`config.mk`:
```
export PLATFORM = sky130hd
export DESIGN_NAME = alu_mdu
export DESIGN_NICKNAME = d
export VERILOG_FILES = /design/src/rtl/alu_mdu.sv
export SDC_FILE = /design/constraint.sdc
export NUM_CORES = 1
export LEC_CHECK = 0
export ABC_CLOCK_PERIOD_IN_PS = 5900
export CAP_MARGIN = 25
export CORE_MARGIN = 2
export CORE_UTILIZATION = 40
export CTS_CLUSTER_SIZE = 25
export DETAILED_ROUTE_END_ITERATION = 16
export PLACE_DENSITY_LB_ADDON = 0.25
export SYNTH_ARGS = -nofsm -noshare
export SYNTH_HDL_FRONTEND = slang
export SYNTH_SLANG_ARGS = --single-unit
```
`constraint.sdc`:
```
create_clock -name clk -period 5.9 [get_ports clk]
set_input_delay 0.59 -clock clk [delete_from_list [all_inputs] [get_ports clk]]
set_output_delay 0.59 -clock clk [all_outputs]
set_load 0.005 [all_outputs]
```
`src/rtl/alu_mdu.sv`:
```
// rtl/alu_mdu.sv - single-cycle ALU with iterative shift-add multiplier and restoring divider
module alu_mdu #(
    parameter int WIDTH = 32,
    parameter int SHW   = $clog2(WIDTH)
) (
    input  logic             clk,
    input  logic             rst,
    input  logic             valid_in,
    input  logic [2:0]       ALUOp,
    input  logic [5:0]       funct,
    input  logic [WIDTH-1:0] a,
    input  logic [WIDTH-1:0] b,
    output logic [WIDTH-1:0] result,
    output logic [WIDTH-1:0] hi,
    output logic             zero,
    output logic             dbz,
    output logic             valid_out,
    output logic             busy
);

    typedef enum logic [1:0] {IDLE, MUL, DIV} state_t;

    typedef enum logic [3:0] {
        OP_ADD, OP_SUB, OP_AND, OP_OR, OP_SLT,
        OP_LSL, OP_LSR, OP_NOT, OP_MUL, OP_DIV
    } op_t;

    localparam logic [SHW-1:0] CNT_LAST = SHW'(WIDTH - 1);

    state_t           state;
    logic [SHW-1:0]   cnt;
    logic [WIDTH-1:0] mreg;
    logic [WIDTH-1:0] acc_hi;
    logic [WIDTH-1:0] acc_lo;

    op_t              op;
    logic [WIDTH-1:0] alu_res;
    logic [WIDTH-1:0] alu_hi;
    logic             alu_dbz;

    logic [WIDTH:0]   mul_sum;
    logic [WIDTH:0]   div_rs;
    logic             div_ge;
    logic [WIDTH-1:0] div_diff;
    logic [WIDTH-1:0] step_hi;
    logic [WIDTH-1:0] step_lo;

    always_comb begin
        op = OP_ADD;
        if (ALUOp == 3'b000) begin
            case (funct)
                6'd0:    op = OP_ADD;
                6'd1:    op = OP_SUB;
                6'd2:    op = OP_AND;
                6'd3:    op = OP_OR;
                6'd4:    op = OP_SLT;
                6'd5:    op = OP_LSL;
                6'd6:    op = OP_LSR;
                6'd7:    op = OP_NOT;
                6'd8:    op = OP_MUL;
                6'd9:    op = OP_DIV;
                default: op = OP_ADD;
            endcase
        end else begin
            case (ALUOp)
                3'b001:  op = OP_SUB;
                3'b010:  op = OP_SLT;
                default: op = OP_ADD;
            endcase
        end
    end

    // OP_DIV only reaches this path when b is zero; a nonzero divisor starts the iterative divider
    always_comb begin
        alu_hi  = '0;
        alu_dbz = 1'b0;
        case (op)
            OP_ADD:  alu_res = a + b;
            OP_SUB:  alu_res = a - b;
            OP_AND:  alu_res = a & b;
            OP_OR:   alu_res = a | b;
            OP_SLT:  alu_res = {{(WIDTH-1){1'b0}}, ($signed(a) < $signed(b))};
            OP_LSL:  alu_res = a << b[SHW-1:0];
            OP_LSR:  alu_res = a >> b[SHW-1:0];
            OP_NOT:  alu_res = ~a;
            OP_DIV: begin
                alu_res = '1;
                alu_hi  = a;
                alu_dbz = 1'b1;
            end
            default: alu_res = a + b;
        endcase
    end

    // One iteration: acc_hi is the running partial product / remainder, acc_lo the multiplier / quotient
    always_comb begin
        mul_sum  = {1'b0, acc_hi} + (acc_lo[0] ? {1'b0, mreg} : '0);
        div_rs   = {acc_hi, acc_lo[WIDTH-1]};
        div_ge   = (div_rs >= {1'b0, mreg});
        div_diff = div_rs[WIDTH-1:0] - mreg;
        if (state == DIV) begin
            step_hi = div_ge ? div_diff : div_rs[WIDTH-1:0];
            step_lo = {acc_lo[WIDTH-2:0], div_ge};
        end else begin
            step_hi = mul_sum[WIDTH:1];
            step_lo = {mul_sum[0], acc_lo[WIDTH-1:1]};
        end
    end

    always_ff @(posedge clk) begin
        if (rst) begin
            state     <= IDLE;
            cnt       <= '0;
            mreg      <= '0;
            acc_hi    <= '0;
            acc_lo    <= '0;
            result    <= '0;
            hi        <= '0;
            zero      <= 1'b0;
            dbz       <= 1'b0;
            valid_out <= 1'b0;
            busy      <= 1'b0;
        end else begin
            valid_out <= 1'b0;
            case (state)
                IDLE: begin
                    if (valid_in) begin
                        if (op == OP_MUL || (op == OP_DIV && b != '0)) begin
                            state  <= (op == OP_MUL) ? MUL : DIV;
                            busy   <= 1'b1;
                            cnt    <= '0;
                            mreg   <= b;
                            acc_hi <= '0;
                            acc_lo <= a;
                        end else begin
                            valid_out <= 1'b1;
                            result    <= alu_res;
                            hi        <= alu_hi;
                            zero      <= (alu_res == '0);
                            dbz       <= alu_dbz;
                        end
                    end
                end
                MUL, DIV: begin
                    acc_hi <= step_hi;
                    acc_lo <= step_lo;
                    cnt    <= cnt + SHW'(1);
                    if (cnt == CNT_LAST) begin
                        state     <= IDLE;
                        cnt       <= '0;
                        busy      <= 1'b0;
                        valid_out <= 1'b1;
                        result    <= step_lo;
                        hi        <= step_hi;
                        zero      <= (step_lo == '0);
                        dbz       <= 1'b0;
                    end
                end
                default: state <= IDLE;
            endcase
        end
    end

endmodule

```
; ---- Word level (Yosys, flattened, before mapping)
; Memory sizes are Yosys's and may differ from the RTL's.
; Cells that the tools add are included.
[op_classes]
addsub = 5
order_cmp = 2
eq_ne = 18
shift = 2
mux = 48
n_bitwise = 3
reduce_logical = 15
[ops]
columns = operator, n
row1 = 32-bit 2-to-1 mux, 15
row2 = 32-bit one-hot mux with 2 select lines, 4
row3 = 32-bit one-hot mux with 8 select lines, 1
row4 = 32-bit zero test, 2
row5 = 32-bit subtractor, 2
row6 = 32-bit by 32-bit adder with 33-bit output, 1
row7 = 33-bit by 32-bit >= comparator with 1-bit output, 1
row8 = 32-bit adder, 1
row9 = 32-bit AND, 1
row10 = 32-bit < comparator, 1
row11 = 32-bit NOT, 1
row12 = 32-bit OR, 1
row13 = 32-bit nonzero test, 1
row14 = 32-bit by 5-bit left shift with 32-bit output, 1
row15 = 32-bit by 5-bit right shift with 32-bit output, 1
row16 = "4-bit by 3-bit equality test with 1-bit output, second input constant", 4
row17 = 5-bit 2-to-1 mux, 3
row18 = 1-bit 2-to-1 mux, 12
row19 = 5-bit one-hot mux with 2 select lines, 1
row20 = 3-bit AND reduction, 3
row21 = "4-bit by 2-bit equality test with 1-bit output, second input constant", 2
row22 = "4-bit equality test, second input constant", 2
row23 = 2-bit 2-to-1 mux, 4
row24 = 4-bit 2-to-1 mux, 2
row25 = 18 further kinds, 26
[totals]
regBits = 171
rom_bits = 64
in_bits = 76
output_inout_bits = 68
elab_cells = 105
n_memories = 1
[memory_table]
columns = name, depth, word_bits, rd, rd_ports_with_merged_regs, write_ports, line_no
row1 = (name not given), 16, 4, 1, 0, 0, 51  ; case (funct)

; ---- Depth between registers and ports, before layout
[depth]
word_depth = 9
mapped_depth = 20
mapped_depth_nobuf = 16

; ---- Least setup slack after synthesis
; No wires, ideal clock.
[synth_timing]
path_type = input port to flip-flop
from = in b[3]
to = reg result[25]
setup_time_ns = 0.065
arrival_ns = 4.319
required_time_ns = 5.835
setup_slack_ns = 1.516
cell_stages = 20
n_path_buf = 6
cell_sequence = buf_4 buf_6 buf_4 inv_2 buf_6 buf_2 buf_2 ha_1 nor3_1 a2111oi_4 o21bai_1 a221o_1 a31oi_1 or4_1 nor2_1 mux2_1 o22ai_1 nor2_1 o31a_1 nor2_1
[synth_between]
elab_chain_len = 5
word_cells_on_any_way = 13
cone_classes = add/sub: 2 / eq/ne: 1 / shift: 2 / mux: 4 / reduce/logical: 4
[synth_lines]
columns = item, line_no
row1 = start: declaration, 12  ; input logic [WIDTH-1:0] b,
row2 = "32-bit adder, or another cell as far along", "78, 91"
row3 = 32-bit one-hot mux with 8 select lines / 1-bit logical AND (equally long branches), "77, 128"
row4 = 32-bit 2-to-1 mux / 1-bit logical OR (equally long branches), 128  ; if (op == OP_MUL || (op == OP_DIV && b != '0)) begin
row5 = 32-bit 2-to-1 mux / 2-bit != test (equally long branches), n/a
row6 = 32-bit one-hot mux with 2 select lines / 4-bit AND reduction (equally long branches), n/a
row7 = end signal: assignment, 137  ; result <= alu_res;
row8 = end signal: assignment, 153  ; result <= step_lo;
row9 = end: declaration, 13  ; output logic [WIDTH-1:0] result,
; Several ways; a longest one is shown, not always the timed one. The select of a mux whose other input is x is not followed.
; A chain may end at the register's enable or synchronous reset.

; ---- Worst setup path after layout
[layout_timing]
from = reg mreg[11]
to = reg hi[14]
[layout_between]
elab_chain_len = 5
word_cells_on_any_way = 8
cone_classes = add/sub: 2 / order compare: 1 / mux: 5
[layout_lines]
columns = item, line_no
row1 = start: declaration, 32  ; logic [WIDTH-1:0] mreg;
row2 = start signal: assignment, 114  ; mreg <= '0;
row3 = start signal: assignment, 132  ; mreg <= b;
row4 = "32-bit 2-to-1 mux, or another cell as far along", 97  ; mul_sum = {1'b0, acc_hi} + (acc_lo[0] ? {1'b0, mreg} : '0);
row5 = 32-bit by 32-bit adder with 33-bit output / 32-bit 2-to-1 mux (equally long branches), "97, 102"
row6 = 32-bit 2-to-1 mux *, 101  ; if (state == DIV) begin
row7 = 32-bit 2-to-1 mux *, 148  ; if (cnt == CNT_LAST) begin
row8 = 32-bit one-hot mux with 2 select lines *, 125  ; case (state)
row9 = end signal: assignment, 138  ; hi <= alu_hi;
row10 = end signal: assignment, 154  ; hi <= step_hi;
row11 = end: declaration, 14  ; output logic [WIDTH-1:0] hi,
; Every way passes the cells marked *; elsewhere a longest branch is shown, timed or not. The select of a mux whose other input is x is not followed.

==> results.tsv <==
metric	value	unit
layout cells sized above 1	9.26	%
Worst-Margin Slew	1.08	ns
RD Place Congestion	1.14	
Core Box Area	0.0528	mm²
Cells after Synth	2900	
status	finished clean	
Skew-Pair Late Insertion Delay	0.50	ns
Setup Buffers After CTS	0	
PostCTS Resize Cnt	0	
Worst Slack Setup Final	0.883	ns
vias in the first global route	23300	
nature of the critical path endpoint	flop	
Num CTS Buffers	17	
H-tree Lvls	4	
Max Cap Viol	0	
drt initial violations	3693	
Die H	235	µm
pin count of the biggest net entering global routing	82	
Via Count	25000	
# setup viols final	0	
Tmin final	5.02	ns
VDD IR-drop max	0.248	mV
crit path kind	reg -> reg	
Max Slew Vio Count	0	
Site Rows	84	
post-route cell area	0.0243	mm²
dpl hpwl	89600	µm
Final Hold Viols	0	
period utilization	85.0	%
PortBufs	143	
sequential-to-total area share from yosys stat	16.0	%
Detail Route Antenna Nets	0	
# clock sinks	171	
Clock Tree Buf Depth	2	
Remaining Overflow, GRT	0	
Layout area overhead	13.5	%
Avg Inst Size Synth	7.38	µm²
Async S/R FF share, synth	0	%
clk_skew	0.0176	ns
crit path launch type	flop	
synthesized cell area	0.0214	mm²
DRC viols	0	
Die Wd	235	µm
Hold Slack	0.457	ns
reg2reg path depth	14	
#FFs+latches synth	171	
total negative slack	0	ns
CP Data Required Time	6.25	ns
clk slew on worst S/H paths	0.08	ns
Routed wire per std cell	31.6	µm
Root Buffer	clkbuf_16	
Global Route Usage Sum	40.5	%
Post-synth EDFFs	0	
Top Ports	144	
Hold Path Class	reg -> reg	
# hold bufs at CTS	0	
Post-synth top flop	dfxtp_1	
FMAX	199	MHz
First-pass DRT Iterations	6	
first-pass GRT wire length	166000	µm
Pwr Density	163	mW/mm²
DP Worst Slack	0.888	ns
Slew HR	27.1	%
Initial Util	40.6	%
final net count	3202	
Mapped Nets	3146	
antenna violations before repair	5	
Worst Path Arrival	5.37	ns
CTS tree	done	
CP Max Fanout	25	
Pleak	0.00957	µW
post-synthesis cell type count	99	
synth warn	0	
RSZ-0062 raised after global routing	no	
Hold Path Stages	2	
DR vias/cell	6.83	
dpl cell area	0.0237	mm²
DRT Wirelength	116000	µm
full die area	0.0554	mm²
[cell usage after synthesis, types with 9 or more instances]
master | n | area share [%]
nand3_1 | 57 | 1.3
mux2_2 | 24 | 1.3
nor2_1 | 258 | 4.5
xnor2_1 | 41 | 1.7
buf_1 | 17 | 0.30
and2_1 | 46 | 1.3
o21ai_0 | 148 | 3.5
ha_1 | 166 | 9.7
a21o_1 | 37 | 1.3
a211oi_1 | 55 | 1.9
buf_4 | 16 | 0.56
mux4_2 | 52 | 5.5
a22oi_1 | 11 | 0.39
a21oi_1 | 255 | 6.0
xor2_1 | 16 | 0.65
inv_1 | 156 | 2.7
and3_1 | 27 | 0.79
a221oi_1 | 14 | 0.57
clkbuf_1 | 137 | 2.4
nor3_1 | 92 | 2.2
a22o_1 | 20 | 0.82
nand2_1 | 304 | 5.3
buf_2 | 46 | 1.1
mux2i_1 | 150 | 7.0
a311oi_1 | 10 | 0.41
nand4_1 | 25 | 0.73
o21a_1 | 22 | 0.77
a211o_1 | 9 | 0.37
o221ai_1 | 24 | 0.98
o21ai_1 | 19 | 0.44
nand2b_1 | 34 | 0.99
o31ai_1 | 14 | 0.49
a221o_1 | 12 | 0.56
or3_1 | 19 | 0.56
o21bai_1 | 17 | 0.60
dfxtp_1 | 171 | 16
nor2b_1 | 18 | 0.53
nor4_1 | 41 | 1.2
o22ai_1 | 35 | 1.0
a31oi_1 | 30 | 0.88
o211ai_1 | 86 | 3.0
[power by group]
| part | leakage (µW) | internal [µW] | total [µW] | switching [µW] |
|---|---|---|---|---|
| clock network | 0.000288 | 602 | 1200 | 600 |
| logic | 0.00790 | 536 | 1540 | 1010 |
| registers | 0.00139 | 1190 | 1210 | 21.3 |
| total | 0.00957 | 2320 | 3950 | 1630 |
[metal layers]
metal / global-route usage (%) / vias up / share of wire, %
li1: - / 10900 / -
met1: 51.9 / 12100 / 40
met2: 63.1 / 1662 / 44
met3: 8.60 / 368 / 9.6
met4: 22.8 / 4 / 6.5
met5: 0 / - / 0.021
[cell usage in the layout (no fill, tap or decap), types with 19 or more instances in the layout]
cell type,instances
dfxtp_1,171
o221ai_1,24
xnor2_1,41
buf_4,114
o21a_1,22
inv_1,156
mux2i_1,150
or3_1,19
a21oi_1,254
nor2_1,255
nor4_1,41
ha_1,164
o22ai_1,35
nand4_1,25
and2_1,46
nor3_1,92
nand2b_1,34
a211oi_1,55
a21o_1,37
o21ai_0,148
clkdlybuf4s50_1,138
o211ai_1,86
a22o_1,20
and3_1,26
nand3_1,57
mux2_2,24
nand2_1,304
a31oi_1,30
mux4_2,52
[critical path, stage by stage (launching register included)]
cell and delay [ns]:
dfxtp_1 0.45, inv_1 0.07, ha_1 0.36, and3_1 0.23, and3_1 0.31, o2111a_1 0.36, o31ai_1 0.20, a31oi_1 0.39
o311ai_1 0.20, a21oi_4 0.80, buf_12 0.28, mux2i_1 0.25, a21oi_1 0.13, a211oi_1 0.70, nor3_1 0.10
[registers in the layout, indices dropped and copies added (netlist names)]
signal and cells:
dbz 1, cnt 5, valid_out 1, result 32, zero 1, acc_lo 32
busy 1, hi 32, acc_hi 32, mreg 32, state 2
[cells by family after synthesis]
| group | count (synthesis) | synth area share [%] |
|---|---|---|
| AND/OR/NAND/NOR | 969 | 21.4 |
| buffers and inverters | 385 | 7.58 |
| flip-flops | 171 | 16.0 |
| adder cells (fa/ha/maj) | 170 | 10.1 |
| XOR/XNOR | 57 | 2.33 |
| AO/OA/AOI/OAI | 919 | 28.7 |
| multiplexers | 229 | 13.9 |
[worst paths after layout]
check                                                to  slack, ns                    start
worst min register to register  result[24]$_SDFFE_PP0P_       0.46  result[24]$_SDFFE_PP0P_
worst max register to register      hi[14]$_SDFFE_PP0P_       0.88    mreg[11]$_SDFFE_PP0P_
worst min-delay path            result[24]$_SDFFE_PP0P_       0.46  result[24]$_SDFFE_PP0P_
worst max-delay path                hi[14]$_SDFFE_PP0P_       0.88    mreg[11]$_SDFFE_PP0P_
[final cells by class]
class,count,area [µm²]
Sequential cell,171,3420
Multi-Input combinational cell,2344,16400
Timing Repair Buffer,261,2370
Clock inverter,13,154
Tap cell,688,861
Clock buffer,19,433
Fill cell,5357,28500
Antenna cell,3,7.51
Inverter,161,604
[through the flow]
step	util, %	total power (µW)	instances
3_5_place_dp	44.9	2700	3625
5_1_grt	46.0	4070	3657
6_report	46.1	3950	3660
4_1_cts	46.0	3890	3657
3_3_place_gp	44.9	2710	3624
2_1_floorplan	-	2060	2900
No activity file was read; power rests on OpenSTA's default activity.
==> edit 1, RTL diff (config.mk and constraints unchanged) <==
Change the parameter `WIDTH` from 32 to 16.
--- a/src/rtl/alu_mdu.sv
+++ b/src/rtl/alu_mdu.sv
@@ -1,6 +1,6 @@
 // rtl/alu_mdu.sv - single-cycle ALU with iterative shift-add multiplier and restoring divider
 module alu_mdu #(
-    parameter int WIDTH = 32,
+    parameter int WIDTH = 16,
     parameter int SHW   = $clog2(WIDTH)
 ) (
     input  logic             clk,
Interface: changed (resized a, b, hi and result); port bits go from 144 to 80. No check against the original RTL was run, so the function may have changed too.
==> edit 1 against the unedited design <==
Core utilization decreased by 0.46 points; sequential share of layout area is 1.7 points higher; cell area shrank 53%; via count down 58%; count of clock-buffer cells in the layout down 9; wire length decreased by 66%; synthesized area fell by 53%; total power fell by 53%; sequential cell count fell by 81; setup slack better by 0.73 ns.
==> edit 1: results (changes against the unedited design) <==
- The length of the first detailed-routing pass in iterations came to 7 (+1).
- Clock-pin slew was measured on the worst setup and hold paths at 0.07 ns.
- The synthesis warning total is 0 (unchanged).
- The net count after synthesis was 1473 (-53%).
- The cell leakage power is 0.00444 uW (-54%).
- The total setup buffers inserted after CTS came to 0 (unchanged).
- The proportion of synthesized flip-flops having asynchronous set or reset was 0 (unchanged).
- The largest net degree at the start of global routing is 52 (-37%).
- The pre-CTS setup slack is 1.32 ns (+0.436 ns).
- The port buffer count was 79 (-45%).
- The last weighted congestion value of the routability-driven placer is 1.02 (-10%).
- The register area share after synthesis is 0.179 (+0.0187).
- The number of H-tree levels came to 3 (-1).
- The number of cells in the design after placement came to 1675 (-54%).
- The fill cell total of the finished layout was 2597 (-52%).
- The top fanout value on the critical path is 12 (-52%).
- The signal arrival time at the worst endpoint is 4.58 ns (-0.79 ns).
- The number of antenna violations at the first check in global routing is 0 (-5).
- The wire length of the first global-routing pass is 59.2 mm (-64%).
- The clock buffer count from CTS is 9 (-8).
- The commonest cells after synthesis are sky130_fd_sc_hd__nor2_1 (138), sky130_fd_sc_hd__a21oi_1 (119), sky130_fd_sc_hd__nand2_1 (115).
- The number of gates resized after CTS is 0 (unchanged).
- In the post-synthesis netlist, the biggest area contributors are sky130_fd_sc_hd__dfxtp_1 (18%), sky130_fd_sc_hd__ha_1 (11%), sky130_fd_sc_hd__a21oi_1 (5.9%).
- The total vias in the final route is 10500 (-58%).
- The setup total negative slack is 0 ns (unchanged).
- The residual overflow from global routing is 0 (unchanged).
- The share of post-route cells with drive strength above 1 is 0.0778 (-0.0148).
- The number of global-route vias before repair is 9890 (-58%).
- The DRC violation total after the first TritonRoute iteration is 1114 (-70%).
- The clock insertion delay at the later pin of the skew report is 0.35 ns (-0.15 ns).
- The min-delay analysis places its worst path in the category flop to flop.
- The estimated wirelength of the detail-placed design is 29.5 mm (-67%).
- The detail-routed net length per standard cell is 22.9 um (-27%).
- The master cell of the clock root buffer is sky130_fd_sc_hd__clkbuf_16.
- The final clock skew is 0.0130 ns (-0.00455 ns).
- The final wirelength was 38.8 mm (-66%).
- The combined global-route utilization of all metal layers is 0.292 (-0.113).
- The number of different library cells in the post-synthesis netlist was 91 (-8.1%).
- The antenna diode count is 0 (-3).
- The cell count after synthesis is 1340 (-54%).
- The maximum root-to-sink buffer count is 2 (unchanged).
- The flow ran to the end, and the final reports show no timing, DRC or antenna violations.
- The maximum VDD drop was 0.139 mV (-44%).
- The relative slew slack is 0.344 (+0.0733).
[edit 1: cell count changes in the layout (fill, tap and decap cells not counted), sizes merged, moves of 30 or more]
cell           unedited run  this run
ha                      166        85
nand2                   305       115
nor3                     92        54
nor4                     44        14
a21oi                   256       120
o21ai                   167        51
inv                     166        83
nor2                    259       139
buf                     123        29
o211ai                   86        40
mux4                     52        19
mux2i                   150        47
dfxtp                   171        90
clkdlybuf4s50           138        76
[edit 1: routing by layer]
metal  track usage  vias to the layer above  routed length, um  share of wire
met3        0.0507                      111               2760          0.071
met1         0.387                     4991              16600           0.43
met4         0.138                        0               2030          0.052
met2         0.461                      460              17400           0.45
li1              -                     4957                  -              -
met5             0                        -                  0              0
[edit 1: logic make-up after synthesis]
family	after synthesis	share of synthesized area
DFF	90	0.179
buffers and inverters	179	0.0732
and+or+nand+nor	460	0.221
adders and majority gates	89	0.113
muxes	80	0.105
AOI/OAI and AO/OA	410	0.281
xor gates and xnor gates	32	0.0278
[edit 1: worst paths after layout]
check / from / endpoint / slack (ns) / depth (start not counted)
worst min register to register: result[1] / result[1] / 0.45 / 2
worst max-delay path: a[3] / zero / 1.61 / 13
worst min-delay path: result[1] / result[1] / 0.45 / 2
worst max register to register: acc_lo[0] / hi[13] / 2.03 / 14
[edit 1: area by class of cell]
cell class / instances / share of cell area
flip-flops and latches: 90 / 0.158
inverters: 80 / 0.0264
well taps: 330 / 0.0363
multi-input cells: 1071 / 0.665
repair buffers: 105 / 0.0853
clock buffers: 10 / 0.0210
clock inverters: 6 / 0.00824
[edit 1: per-stage QoR]
| stage | area, sq um | total power (uW) |
|---|---|---|
| 3_3_place_gp | 11000 | 1200 |
| 4_1_cts | 11400 | 1840 |
| 6_report | 11400 | 1840 |
| 2_1_floorplan | 10100 | 991 |
| 3_5_place_dp | 11000 | 1200 |
| 5_1_grt | 11400 | 1920 |
[edit 1: report_power, final]
group | switching [uW] | internal (uW)
Clock | 260 | 388
Sequential | 10.5 | 623
Combinational | 339 | 223
Total | 609 | 1230
[edit 1: critical path: stages]
cell                              delay [ns]
sky130_fd_sc_hd__clkdlybuf4s50_1        0.94
sky130_fd_sc_hd__inv_1                  0.19
sky130_fd_sc_hd__ha_1                   0.49
sky130_fd_sc_hd__o21ai_1                0.11
sky130_fd_sc_hd__o21bai_1               0.25
sky130_fd_sc_hd__a221o_1                0.28
sky130_fd_sc_hd__a31o_1                 0.24
sky130_fd_sc_hd__a2111oi_0              0.11
sky130_fd_sc_hd__or3_1                  0.42
sky130_fd_sc_hd__a2111oi_2              0.47
sky130_fd_sc_hd__o2111a_1               0.25
sky130_fd_sc_hd__nand4_1                0.09
sky130_fd_sc_hd__o21ai_1                0.13
==> edit 2, RTL diff (config.mk and constraints unchanged) <==
Without the edit above. Encoding of `state_t`: now one-hot (3 bits for 3 states).
--- a/src/rtl/alu_mdu.sv
+++ b/src/rtl/alu_mdu.sv
@@ -18,7 +18,7 @@
     output logic             busy
 );
 
-    typedef enum logic [1:0] {IDLE, MUL, DIV} state_t;
+    typedef enum logic [2:0] {IDLE = 3'b001, MUL = 3'b010, DIV = 3'b100} state_t;
 
     typedef enum logic [3:0] {
         OP_ADD, OP_SUB, OP_AND, OP_OR, OP_SLT,
Function: same outputs for any inputs over 4 cycles, from zero or initial values and one cycle with rst high; so few cycles prove little.
==> edit 2 against the unedited design <==
Die area increased by 0.78%; total power is 1.3% lower; core utilization down 0.50 points; final cell count grew 0.68%; synthesized area up 0.79%; sequential cell count rose by 1; via count fell by 0.25%; cell area grew 0.50%; sequential share of layout area about the same; wire length fell by 4.4%; setup slack improved by 0.25 ns; largest power group unchanged; critical endpoint is now zero.
==> edit 2: results (changes against the unedited design) <==
- The run finished with clean final reports.
- The endpoint identified for the worst register-to-register timing path is hi[28].
- The last weighted congestion value of the routability-driven placer is 1.08 (-5.4%).
- The share of post-route cells with drive strength above 1 came to 0.106 (+0.0135).
- The number of global-route vias before repair came to 23600 (+1.2%).
- The antenna diode count is 1 (-2).
- The relative slew slack was 0.300 (+0.0293).
- The standard cell area after detailed placement is 23800 sq um (+0.46%).
- The fraction of cell area in non-clock buffers is 0.0923 (-0.00535).
- The layout inverter count without the clock tree was 142 (-12%).
- The path with the worst hold slack has its endpoint at dbz.
- Sorting the synthesized cells by area gives the leading types as sky130_fd_sc_hd__dfxtp_1 (16%), sky130_fd_sc_hd__ha_1 (9.4%), sky130_fd_sc_hd__mux4_2 (7.6%).
- The smallest setup slack after layout is 1.13 ns (+0.248 ns).
- The detail-routed via count per cell is 6.77 (-0.92%).
- The largest net degree at the start of global routing is 95 (+16%).
- The commonest cells after synthesis are sky130_fd_sc_hd__nand2_1 (360), sky130_fd_sc_hd__a21oi_1 (296), sky130_fd_sc_hd__nor2_1 (248).
- The number of cells in the design after placement is 3651 (+0.72%).
- The estimated wirelength of the detail-placed design was 85.1 mm (-5.0%).
- The clock insertion delay at the later pin of the skew report was 0.47 ns (-0.03 ns).
- The DRC violation total after the first TritonRoute iteration is 3260 (-12%).
- The final clock skew is 0.0169 ns (-0.000649 ns).
- The clock network contribution to total cell area was 0.0243 (+0.000187).
- The number of multi-input combinational cells in the layout was 2391 (+2.0%).
- The routing usage on met3 is 0.103 (+0.0171).
- The maximum cell stage delay along the critical path came to 0.86 ns (+0.06 ns).
- The wire length of the first global-routing pass is 160 mm (-3.7%).
- The number of antenna violations at the first check in global routing is 3 (-2).
- The met2 track utilization from global routing is 0.571 (-0.0602).
- The setup slack of the most critical reg-to-reg path is 1.58 ns (+0.70 ns).
- The cell leakage power is 0.00970 uW (+1.3%).
- The number of clock-tree buffers in the layout is 18 (-1).
- The signal arrival time at the worst endpoint came to 5.18 ns (-0.19 ns).
- The combined global-route utilization of all metal layers is 0.386 (-0.0195).
- The fraction of standard cell area in multi-input logic is 0.685 (+0.00806).
- The sequential share of cell area was 0.141 (about the same).
- The met1 usage is 0.497 (-0.0228).
- The maximum VDD drop is 0.227 mV (-8.6%).
- The fill cell total of the finished layout is 5507 (+2.8%).
- The capturing instance or port of the critical path is zero.
- The register area share after synthesis is 0.160 (-0.000333).
- The slowest cell on the critical path is sky130_fd_sc_hd__clkdlybuf4s50_1.
- The post-route core utilization is 0.456 (-0.00496).
edit 2: changes by cell type after synthesis, sizes merged, moves of 24 or more:
cell    before  now
buf         87   55
a211oi      55   79
mux2i      150   64
nand2      305  360
a21oi      256  297
o211ai      86   43
clkbuf     137  180
edit 2: power by group:
part | switching (uW) | internal [uW] | total, uW
sequential | 22.0 | 1190 | 1210
clock | 545 | 644 | 1190
combinational | 950 | 550 | 1500
total | 1520 | 2390 | 3900
edit 2: logic make-up after synthesis:
| family | after synthesis | share of synthesized area |
|---|---|---|
| xor+xnor | 73 | 0.0296 |
| fa+ha+maj | 167 | 0.0982 |
| simple gates | 1025 | 0.226 |
| compound gates | 948 | 0.290 |
| mux | 178 | 0.127 |
| buf+inv | 377 | 0.0691 |
| flops | 172 | 0.160 |
edit 2: per-layer routing:
layer  share of wire  wire, um
met5        0.000081         9
met4           0.070      7770
met3            0.11     12100
met2            0.42     46700
met1            0.40     44100
